### src/rtl/apb_master_arbiter1.sv
// Round-robin arbiter sharing one APB master port among NUM_REQ requesters.
// Optional ACCESS wait timeout enabled by defining APB_ARB_TIMEOUT_EN.
module apb_master_arbiter1 #(
    parameter int NUM_REQ        = 4,
    parameter int PADDR_WIDTH1   = 32,
    parameter int PWDATA_WIDTH1  = 32,
    parameter int PRDATA_WIDTH1  = 32,
    parameter int SEL_LSB        = 28,
    parameter int TIMEOUT_CYCLES = 256
) (
    input  logic                               pclock1,
    input  logic                               preset1,
    input  logic [NUM_REQ-1:0]                 req_valid,
    input  logic [NUM_REQ-1:0]                 req_write,
    input  logic [NUM_REQ*PADDR_WIDTH1-1:0]    req_addr,
    input  logic [NUM_REQ*PWDATA_WIDTH1-1:0]   req_wdata,
    output logic [NUM_REQ-1:0]                 req_done,
    output logic [PRDATA_WIDTH1-1:0]           rsp_rdata,
    output logic                               rsp_slverr,
    output logic                               rsp_timeout,
    output logic [PADDR_WIDTH1-1:0]            paddr1,
    output logic                               prwd1,
    output logic [PWDATA_WIDTH1-1:0]           pwdata1,
    output logic [15:0]                        psel1,
    output logic                               penable1,
    input  logic                               pready1,
    input  logic [PRDATA_WIDTH1-1:0]           prdata1,
    input  logic                               pslverr1
);
    localparam int IW = (NUM_REQ > 1) ? $clog2(NUM_REQ) : 1;

    typedef enum logic [1:0] {
        IDLE   = 2'd0,
        SETUP  = 2'd1,
        ACCESS = 2'd2
    } state_t;

    state_t                     state_r, state_s;
    logic [IW-1:0]              ptr_r, ptr_s, grant_r, grant_s, win_s;
    logic                       found_s;
    logic [NUM_REQ-1:0]         elig_s;
    logic [PADDR_WIDTH1-1:0]    win_addr_s, paddr_s;
    logic [PWDATA_WIDTH1-1:0]   pwdata_s;
    logic                       prwd_s, penable_s, rsp_slverr_s, rsp_timeout_s;
    logic [15:0]                psel_s;
    logic [NUM_REQ-1:0]         req_done_s;
    logic [PRDATA_WIDTH1-1:0]   rsp_rdata_s;

`ifdef APB_ARB_TIMEOUT_EN
    localparam int TW = $clog2(TIMEOUT_CYCLES) + 1;
    localparam logic [TW-1:0] TO_LAST = TW'(TIMEOUT_CYCLES - 1);
    logic [TW-1:0] to_cnt_r, to_cnt_s;
`endif

    // The requester pulsing done this cycle is masked so it cannot win again immediately.
    assign elig_s = req_valid & ~req_done;

    // Round-robin search starting at the priority pointer, wrapping at NUM_REQ.
    always_comb begin
        found_s = 1'b0;
        win_s   = '0;
        for (int k = 0; k < NUM_REQ; k++) begin
            int idx;
            idx = int'(ptr_r) + k;
            if (idx >= NUM_REQ) begin
                idx = idx - NUM_REQ;
            end else begin
                idx = idx;
            end
            if (!found_s && elig_s[idx]) begin
                found_s = 1'b1;
                win_s   = idx[IW-1:0];
            end else begin
                found_s = found_s;
            end
        end
    end

    assign win_addr_s = req_addr[int'(win_s)*PADDR_WIDTH1 +: PADDR_WIDTH1];

    // Next-state and next-output logic for the SETUP/ACCESS sequencer.
    always_comb begin
        state_s       = state_r;
        ptr_s         = ptr_r;
        grant_s       = grant_r;
        paddr_s       = paddr1;
        prwd_s        = prwd1;
        pwdata_s      = pwdata1;
        psel_s        = psel1;
        penable_s     = penable1;
        req_done_s    = '0;
        rsp_rdata_s   = rsp_rdata;
        rsp_slverr_s  = rsp_slverr;
        rsp_timeout_s = rsp_timeout;
`ifdef APB_ARB_TIMEOUT_EN
        to_cnt_s      = to_cnt_r;
`endif
        case (state_r)
            IDLE: begin
                if (found_s) begin
                    grant_s  = win_s;
                    ptr_s    = (win_s == IW'(NUM_REQ - 1)) ? '0 : win_s + IW'(1);
                    paddr_s  = win_addr_s;
                    prwd_s   = req_write[win_s];
                    pwdata_s = req_wdata[int'(win_s)*PWDATA_WIDTH1 +: PWDATA_WIDTH1];
                    psel_s   = 16'h0001 << win_addr_s[SEL_LSB +: 4];
                    state_s  = SETUP;
                end else begin
                    state_s  = IDLE;
                end
            end
            SETUP: begin
                penable_s = 1'b1;
                state_s   = ACCESS;
`ifdef APB_ARB_TIMEOUT_EN
                to_cnt_s  = '0;
`endif
            end
            ACCESS: begin
                if (pready1) begin
                    rsp_rdata_s         = prwd1 ? '0 : prdata1;
                    rsp_slverr_s        = pslverr1;
                    rsp_timeout_s       = 1'b0;
                    req_done_s[grant_r] = 1'b1;
                    psel_s              = 16'h0000;
                    penable_s           = 1'b0;
                    state_s             = IDLE;
`ifdef APB_ARB_TIMEOUT_EN
                end else if (to_cnt_r == TO_LAST) begin
                    rsp_rdata_s         = '0;
                    rsp_slverr_s        = 1'b1;
                    rsp_timeout_s       = 1'b1;
                    req_done_s[grant_r] = 1'b1;
                    psel_s              = 16'h0000;
                    penable_s           = 1'b0;
                    state_s             = IDLE;
                end else begin
                    to_cnt_s = to_cnt_r + TW'(1);
                end
`else
                end else begin
                    rsp_timeout_s = 1'b0;
                end
`endif
            end
            default: begin
                psel_s    = 16'h0000;
                penable_s = 1'b0;
                state_s   = IDLE;
            end
        endcase
    end

    // State, pointer and grant registers.
    always_ff @(posedge pclock1 or negedge preset1) begin
        if (!preset1) begin
            state_r <= IDLE;
            ptr_r   <= '0;
            grant_r <= '0;
        end else begin
            state_r <= state_s;
            ptr_r   <= ptr_s;
            grant_r <= grant_s;
        end
    end

    // Registered APB and response outputs.
    always_ff @(posedge pclock1 or negedge preset1) begin
        if (!preset1) begin
            paddr1      <= '0;
            prwd1       <= 1'b0;
            pwdata1     <= '0;
            psel1       <= 16'h0000;
            penable1    <= 1'b0;
            req_done    <= '0;
            rsp_rdata   <= '0;
            rsp_slverr  <= 1'b0;
            rsp_timeout <= 1'b0;
        end else begin
            paddr1      <= paddr_s;
            prwd1       <= prwd_s;
            pwdata1     <= pwdata_s;
            psel1       <= psel_s;
            penable1    <= penable_s;
            req_done    <= req_done_s;
            rsp_rdata   <= rsp_rdata_s;
            rsp_slverr  <= rsp_slverr_s;
            rsp_timeout <= rsp_timeout_s;
        end
    end

`ifdef APB_ARB_TIMEOUT_EN
    // ACCESS wait counter.
    always_ff @(posedge pclock1 or negedge preset1) begin
        if (!preset1) begin
            to_cnt_r <= '0;
        end else begin
            to_cnt_r <= to_cnt_s;
        end
    end
`endif

endmodule

### config.mk
export PLATFORM = sky130hd
export DESIGN_NAME = apb_master_arbiter1
export DESIGN_NICKNAME = d
export VERILOG_FILES = /design/src/rtl/apb_master_arbiter1.sv
export SDC_FILE = /design/constraint.sdc
export NUM_CORES = 1
export LEC_CHECK = 0
export BUFFER_PORTS_ARGS = -buffer_cell sky130_fd_sc_hd__buf_2
export CAP_MARGIN = 40
export CORE_AREA = 2 2 164 166
export DETAILED_ROUTE_END_ITERATION = 8
export DIE_AREA = 0 0 166 168
export PLACE_DENSITY = 0.66
export SKIP_LAST_GASP = 1
export SYNTH_ARGS = -nofsm -noshare
export SYNTH_HDL_FRONTEND = slang
export SYNTH_SLANG_ARGS = --single-unit
export TNS_END_PERCENT = 100
### constraint.sdc
create_clock -name pclock1 -period 1.8 [get_ports pclock1]
set_clock_uncertainty 0.1 [all_clocks]
set_input_delay 0.36 -clock pclock1 [delete_from_list [all_inputs] [get_ports pclock1]]
set_output_delay 0.36 -clock pclock1 [all_outputs]
set_load 0.03 [all_outputs]
### Word level (Yosys, flattened, before mapping)

Cells that the tools add are included.

| storage, ports and cells | value |
|---|---|
| flip-flop bits (word level) | 125 |
| input port bits | 300 |
| output and inout bits | 120 |
| logic and storage cells | 94 |

| operators by class | value |
|---|---|
| $add $sub $neg | 8 |
| magnitude comparators | 11 |
| equal/unequal tests | 5 |
| shift operators | 3 |
| multiplexer cells | 40 |
| bitwise logic cells | 4 |
| reductions and logical operators | 12 |

Operator list:

| operator | count |
|---|---|
| indexed part select 128 x 8 -> 32 bit | 2 |
| two-way mux 32 bit | 5 |
| < comparator 32 x 4 -> 1 bit, second input constant | 4 |
| case mux 16 bit (3 select lines) | 1 |
| two-way mux 16 bit | 2 |
| two-way mux 1 bit | 16 |
| left shift 1 x 4 -> 16 bit, first input constant | 1 |
| two-way mux 2 bit | 6 |
| subtractor 3 x 3 -> 4 bit, second input constant | 3 |
| binary-select mux 1 bit (select 2 bit) | 5 |
| >= comparator 3 bit, second input constant | 3 |
| two-way mux 4 bit | 2 |
| adder 2 x 2 -> 3 bit, second input constant | 2 |
| < comparator 2 x 3 -> 1 bit, second input constant | 2 |
| case mux 2 bit (3 select lines) | 1 |
| AND reduction 2 bit | 3 |
| bitwise AND 4 bit | 1 |
| equality test 2 bit, second input constant | 2 |
| logical AND 1 bit | 4 |
| != test 2 bit, second input constant | 2 |
| inverter 4 bit | 1 |
| subtractor 2 x 3 -> 4 bit, second input constant | 1 |
| adder 2 x 1 -> 3 bit, second input constant | 1 |
| >= comparator 2 x 3 -> 1 bit, second input constant | 1 |
| 9 further kinds | 12 |

### Logic depth before layout (Yosys ltp)

| depth | value |
|---|---|
| depth in word-level cells | 19 |
| depth in mapped cells | 9 |
| depth with buffers taken out | 6 |

### Least setup slack after synthesis

No wires, ideal clock.

| path | value |
|---|---|
| path kind | reg-to-reg |
| from | register req_done[1] |
| to | register psel1[13] |
| setup time | 0.095 ns |
| arrival time | 1.936 ns |
| data required time | 1.605 ns |
| slack | -0.331 ns |
| cell stages (with the launch flop) | 7 |
| path buffers | 1 |
| clock period less this slack | 2.131 ns |
| path through | dfrtp_1 nand2b_1 a31oi_1 o21a_1 buf_2 mux2_4 o31ai_1 |

| between the ends | value |
|---|---|
| cells in the longest elaborated chain, start to end | 19 |
| elaborated cells on any way between the ends | 34 |
| those cells by class | eq/ne (1); shift (2); mux (22); bitwise (2); reduce/logical (7) |

RTL lines:

| element | RTL line | text |
|---|---|---|
| from (decl) | 17 | `output logic [NUM_REQ-1:0] req_done,` |
| from (signal assigned) | 185 | `req_done <= req_done_s;` |
| inverter 4 bit * | 56 | `assign elig_s = req_valid & ~req_done;` |
| bitwise AND 4 bit * | 56 |  |
| binary-select mux 1 bit (select 2 bit) | 70 | `if (!found_s && elig_s[idx]) begin` |
| two-way mux 1 bit (not written as such) (2 in a row) | 70 |  |
| two-way mux 1 bit | 70 |  |
| logical NOT 1 bit | 70 |  |
| logical AND 1 bit | 70 |  |
| two-way mux 1 bit | 70 |  |
| [2 not listed] | -- |  |
| two-way mux 1 bit | 70 |  |
| logical NOT 1 bit | 70 |  |
| logical AND 1 bit | 70 |  |
| two-way mux 2 bit | 70 |  |
| indexed part select 128 x 8 -> 32 bit | 79 | `assign win_addr_s = req_addr[int'(win_s)*PADDR_WIDTH1 +: PADDR_WIDTH1];` |
| left shift 1 x 4 -> 16 bit | 106 | `psel_s = 16'h0001 << win_addr_s[SEL_LSB +: 4];` |
| two-way mux 16 bit | 100 | `if (found_s) begin` |
| case mux 16 bit (3 select lines) | 98 | `case (state_r)` |
| to (signal assigned) | 183 | `psel1 <= psel_s;` |
| to (decl) | 24 | `output logic [15:0] psel1,` |

Mark *: on every way between the ends. The rest lies on a longest branch, timed or not. The select of a mux whose other input is x is not followed.
A chain may end at the register's enable or synchronous reset.

### Worst setup path after layout

| path | value |
|---|---|
| from | register req_done[3] |
| to | register paddr1[11] |

| between the ends | value |
|---|---|
| cells in the longest elaborated chain, start to end | 16 |
| elaborated cells on any way between the ends | 30 |
| those cells by class | shift (1); mux (20); bitwise (2); reduce/logical (7) |

RTL lines:

| element | RTL line | text |
|---|---|---|
| inverter 4 bit * | 56 |  |
| bitwise AND 4 bit * | 56 |  |
| binary-select mux 1 bit (select 2 bit) | 70 |  |
| two-way mux 1 bit (not written as such) (2 in a row) | 70 |  |
| two-way mux 1 bit | 70 |  |
| logical NOT 1 bit | 70 |  |
| logical AND 1 bit | 70 |  |
| two-way mux 1 bit | 70 |  |
| logical NOT 1 bit | 70 |  |
| logical AND 1 bit | 70 |  |
| two-way mux 1 bit | 70 |  |
| logical NOT 1 bit | 70 |  |
| logical AND 1 bit | 70 |  |
| two-way mux 2 bit / two-way mux 1 bit (equally long branches) | 70 |  |
| indexed part select 128 x 8 -> 32 bit / AND reduction 2 bit (equally long branches) | -- |  |
| to (signal assigned) | 180 | `paddr1 <= paddr_s;` |
| to (decl) | 21 | `output logic [PADDR_WIDTH1-1:0] paddr1,` |

Marked as above.

==> reports/metrics.csv <==
stage,metric,value,unit
global_routing,met2 Track Usage GR,0.336,
global_routing,global-route wire length before repair,43600,µm
power_and_ir_drop,total power,21.3,mW
setup_path,nature of the critical path startpoint,register,
global_routing,GRT met3 Usage,0.0440,
sta,Hold WS,0.0484,ns
global_routing,number of global-route vias before repair,7918,
floorplanning,DIE HEIGHT,168,µm
cells_and_area,fin nets,1667,
clock_tree,CTS tree,done,
drt,DRC errors left,0,
drt,Final ANT Viol Nets,0,
global_routing,grt peak-use layer,met2,
placement,Port-buffer cells,418,
setup_path,critical path class,register to register,
setup_path,CP required,2.01,ns
placement,DP HPWL,20200,µm
setup_path,endpoint class of the critical path,register,
power_and_ir_drop,P per Cell Area,1880,nW/µm²
clock_tree,Root Driver,clkbuf_16,
sta,RSZ-0062 raised after global routing,yes,
setup_path,Buf/Inv on CP,2,
cells_and_area,share of post-route cells with drive strength above 1,0.424,
global_routing,largest net degree at the start of global routing,65,
global_routing,GRT met1 Usage,0.253,
synthesis,"FF+latch count, synth",125,
sta,Final Setup Violations,82,
drt,TritonRoute pass-1 iters,4,
drt,vias per inst,4.83,
synthesis,syn_area_per_cell,7.82,µm²
setup_path,Crit Path Max Fanout,29,
drt,Total Wirelength,29400,µm
synthesis,Mapped Nets,1219,
min_path,hold path start,pslverr1,
clock_tree,CTS Buf Count,17,
synthesis,commonest cells in the synthesized netlist,"378 x nand2_1, 127 x and3_1, 125 x dfrtp_1",
synthesis,Cells after Synth,919,
sta,Peak Freq,479,MHz
floorplanning,Cell Rows,60,
global_routing,initial antenna violation count,0,
setup_path,crit path cell chain,nand2b_4 -> a21boi_4 -> o21a_4 -> buf_4 -> buf_16 -> nand2_1 -> and3_1 -> o31ai_1,
floorplanning,core area,26400,µm²
setup_path,Crit. Startpoint,req_done[3],
cells_and_area,area grow syn2layout,58.3,%
floorplanning,Starting Density,0.273,
synthesis,top_reg_cell synth,dfrtp_1,
clock_tree,htree depth,4,
synthesis,"top cells by area, synth","dfrtp_1 44%, nand2_1 20%, and3_1 11%, o31ai_1 8.3%, nand2b_1 3.7%",
drt,1st-iter DRT viols,533,
synthesis,top-count cell post-synth,nand2_1,
floorplanning,Ports,420,
cells_and_area,Antenna Cells,0,
synthesis,synth unique cells,39,
setup_path,"Max stage delay cell, worst path",dfrtp_2,
sta,min Tclk post-route,2.09,ns
clock_tree,Sink Count,125,
outcome,failing checks,setup timing,
global_routing,grt total ovfl,0,
run,maximum capacitance violations,0,
synthesis,Synth area leader,dfrtp_1,
setup_path,Crit Reg-Reg Startpoint,req_done[3],
clock_tree,Clock transition at path regs,0.06,ns
sta,Final Cycle Share,1.16,
clock_tree,CTS Buffer Depth,2,
synthesis,"Seq/Total Area, Yosys",0.435,
synthesis,YS warnings,0,
drt,Via Count,8318,
sta,Max Slew Vio Count,0,
sta,final hold viol count,0,
floorplanning,Die Width,166,µm
placement,pre-CTS setup slack,-0.380,ns
placement,GP Congestion,0.919,
synthesis,asr flop ratio synth,1.00,
setup_path,cell family with most CP delay,compound AO/OA/AOI/OAI gates,
drt,Routed WL per cell,17.1,µm
global_routing,GRT Total Usage,0.198,
synthesis,Post-synth EDFFs,0,
synthesis,top-area cell type share of the netlist area,0.435,
power_and_ir_drop,maximum vdd ir drop,0.00101,V
min_path,class of the worst hold path,primary input to register,
outcome,status,"complete, but fails checks",
floorplanning,Die Area,27900,µm²
clock_tree,worst skew pair latency,0.41,ns
synthesis,mapped cell area,7190,µm²
setup_path,worst endpoint data arrival time,2.30,ns
power_and_ir_drop,Leak,6.17,nW
cells_and_area,"Core Util, Final",0.432,
sta,Final WS setup,-0.289,ns
setup_path,critical path's largest stage delay,0.41,ns
[power breakdown]
part / switching, mW / internal [mW] / leakage (nW)
clock: 1.40 / 2.36 / 0.313
sequential: 0.735 / 4.10 / 1.57
combinational: 7.75 / 5.00 / 4.29
total: 9.89 / 11.5 / 6.17
[final cells by class]
| type | instances | area [µm²] |
|---|---|---|
| Timing Repair Buffer | 496 | 3120 |
| Fill cell | 2640 | 15000 |
| Sequential cell | 125 | 3130 |
| Multi-Input combinational cell | 723 | 4040 |
| Inverter | 4 | 15.0 |
| Clock inverter | 14 | 205 |
| Tap cell | 341 | 427 |
| Clock buffer | 18 | 429 |
[path summary, 6_finish.rpt]
path,depth (start not counted),end,slack [ns]
min in group asynchronous,2,paddr1[28],0.30
setup reg to reg,8,paddr1[11],-0.29
hold / removal,3,rsp_slverr,0.05
max in group asynchronous,3,paddr1[24],0.66
setup / recovery,8,paddr1[11],-0.29
hold reg to reg,2,rsp_slverr,0.37
[cell families (layout without fill, tap and decap cells)]
| family | after synthesis | in the layout | share of synthesized area |
|---|---|---|---|
| AND/OR/NAND/NOR | 566 | 566 | 0.361 |
| buffers and inverters | 73 | 532 | 0.0446 |
| multiplexers | 17 | 18 | 0.0266 |
| flip-flops | 125 | 125 | 0.435 |
| other | 1 | 1 | 0.000522 |
| AO/OA/AOI/OAI | 137 | 138 | 0.132 |
[cells in the final DEF, fill, tap and decap left out, types with 2 or more instances in the layout]
| cell | Yosys | routed |
|---|---|---|
| o31ai_2 | 0 | 15 |
| buf_4 | 3 | 43 |
| nand2b_1 | 43 | 40 |
| a22oi_2 | 1 | 4 |
| clkbuf_16 | 0 | 22 |
| dfrtp_1 | 125 | 120 |
| o21ai_4 | 1 | 3 |
| clkinv_2 | 0 | 2 |
| buf_16 | 0 | 6 |
| o31ai_1 | 79 | 63 |
| inv_1 | 4 | 4 |
| nand2_1 | 378 | 376 |
| buf_8 | 0 | 2 |
| mux2_2 | 3 | 2 |
| clkinv_4 | 0 | 2 |
| o21ai_0 | 37 | 34 |
| mux2i_2 | 2 | 3 |
| bufinv_16 | 0 | 4 |
| buf_2 | 22 | 417 |
| inv_6 | 0 | 4 |
| nor2_4 | 0 | 2 |
| mux2i_4 | 0 | 4 |
| o211ai_1 | 2 | 2 |
| buf_6 | 1 | 7 |
| and3_1 | 127 | 125 |
| o21a_1 | 3 | 2 |
| dfrtp_2 | 0 | 5 |
| nor2_1 | 10 | 8 |
| o21ai_1 | 2 | 2 |
| nand2b_4 | 1 | 4 |
| inv_8 | 0 | 2 |
| o21a_4 | 0 | 4 |
| buf_12 | 0 | 15 |
| mux2i_1 | 10 | 5 |
| mux2_4 | 2 | 4 |
[tightest hold or removal path, delay by kind of cell]
family                 cells  cell delay [ns]
buffers and inverters      1             0.08
and+or+nand+nor            2             0.08
[what timing repair did]
item,in CTS,in global routing
gates cloned,7,6
hold buffers,1,0
endpoints found under the hold margin,61,0
setup endpoints to repair,83,85
pin swaps,5,12
resized for setup,30,33
buffers inserted,11,4
[metrics by stage]
stage | cell area, µm² | TNS, ns | cells
floorplan | 7310 | -9.59 | 919
global placement | 10100 | -17.79 | 1664
detailed placement | 10100 | -22.30 | 1664
CTS | 11100 | -18.79 | 1714
global route | 11400 | -25.06 | 1721
finish | 11400 | -17.22 | 1721
[sequential cells by signal, summed over array words and instances (netlist names)]
register and count:
grant_r 2, paddr1 32, penable1 1, prwd1 1, psel1 16, ptr_r 2, pwdata1 32, req_done 4
rsp_rdata 32, rsp_slverr 1, state_r 2
[layer usage]
metal,wire length [µm],up-vias
li1,-,3990
met1,12600,3919
met2,14200,372
met3,1960,37
met4,665,0
met5,0,-
Power figures use the tool's default switching activity.
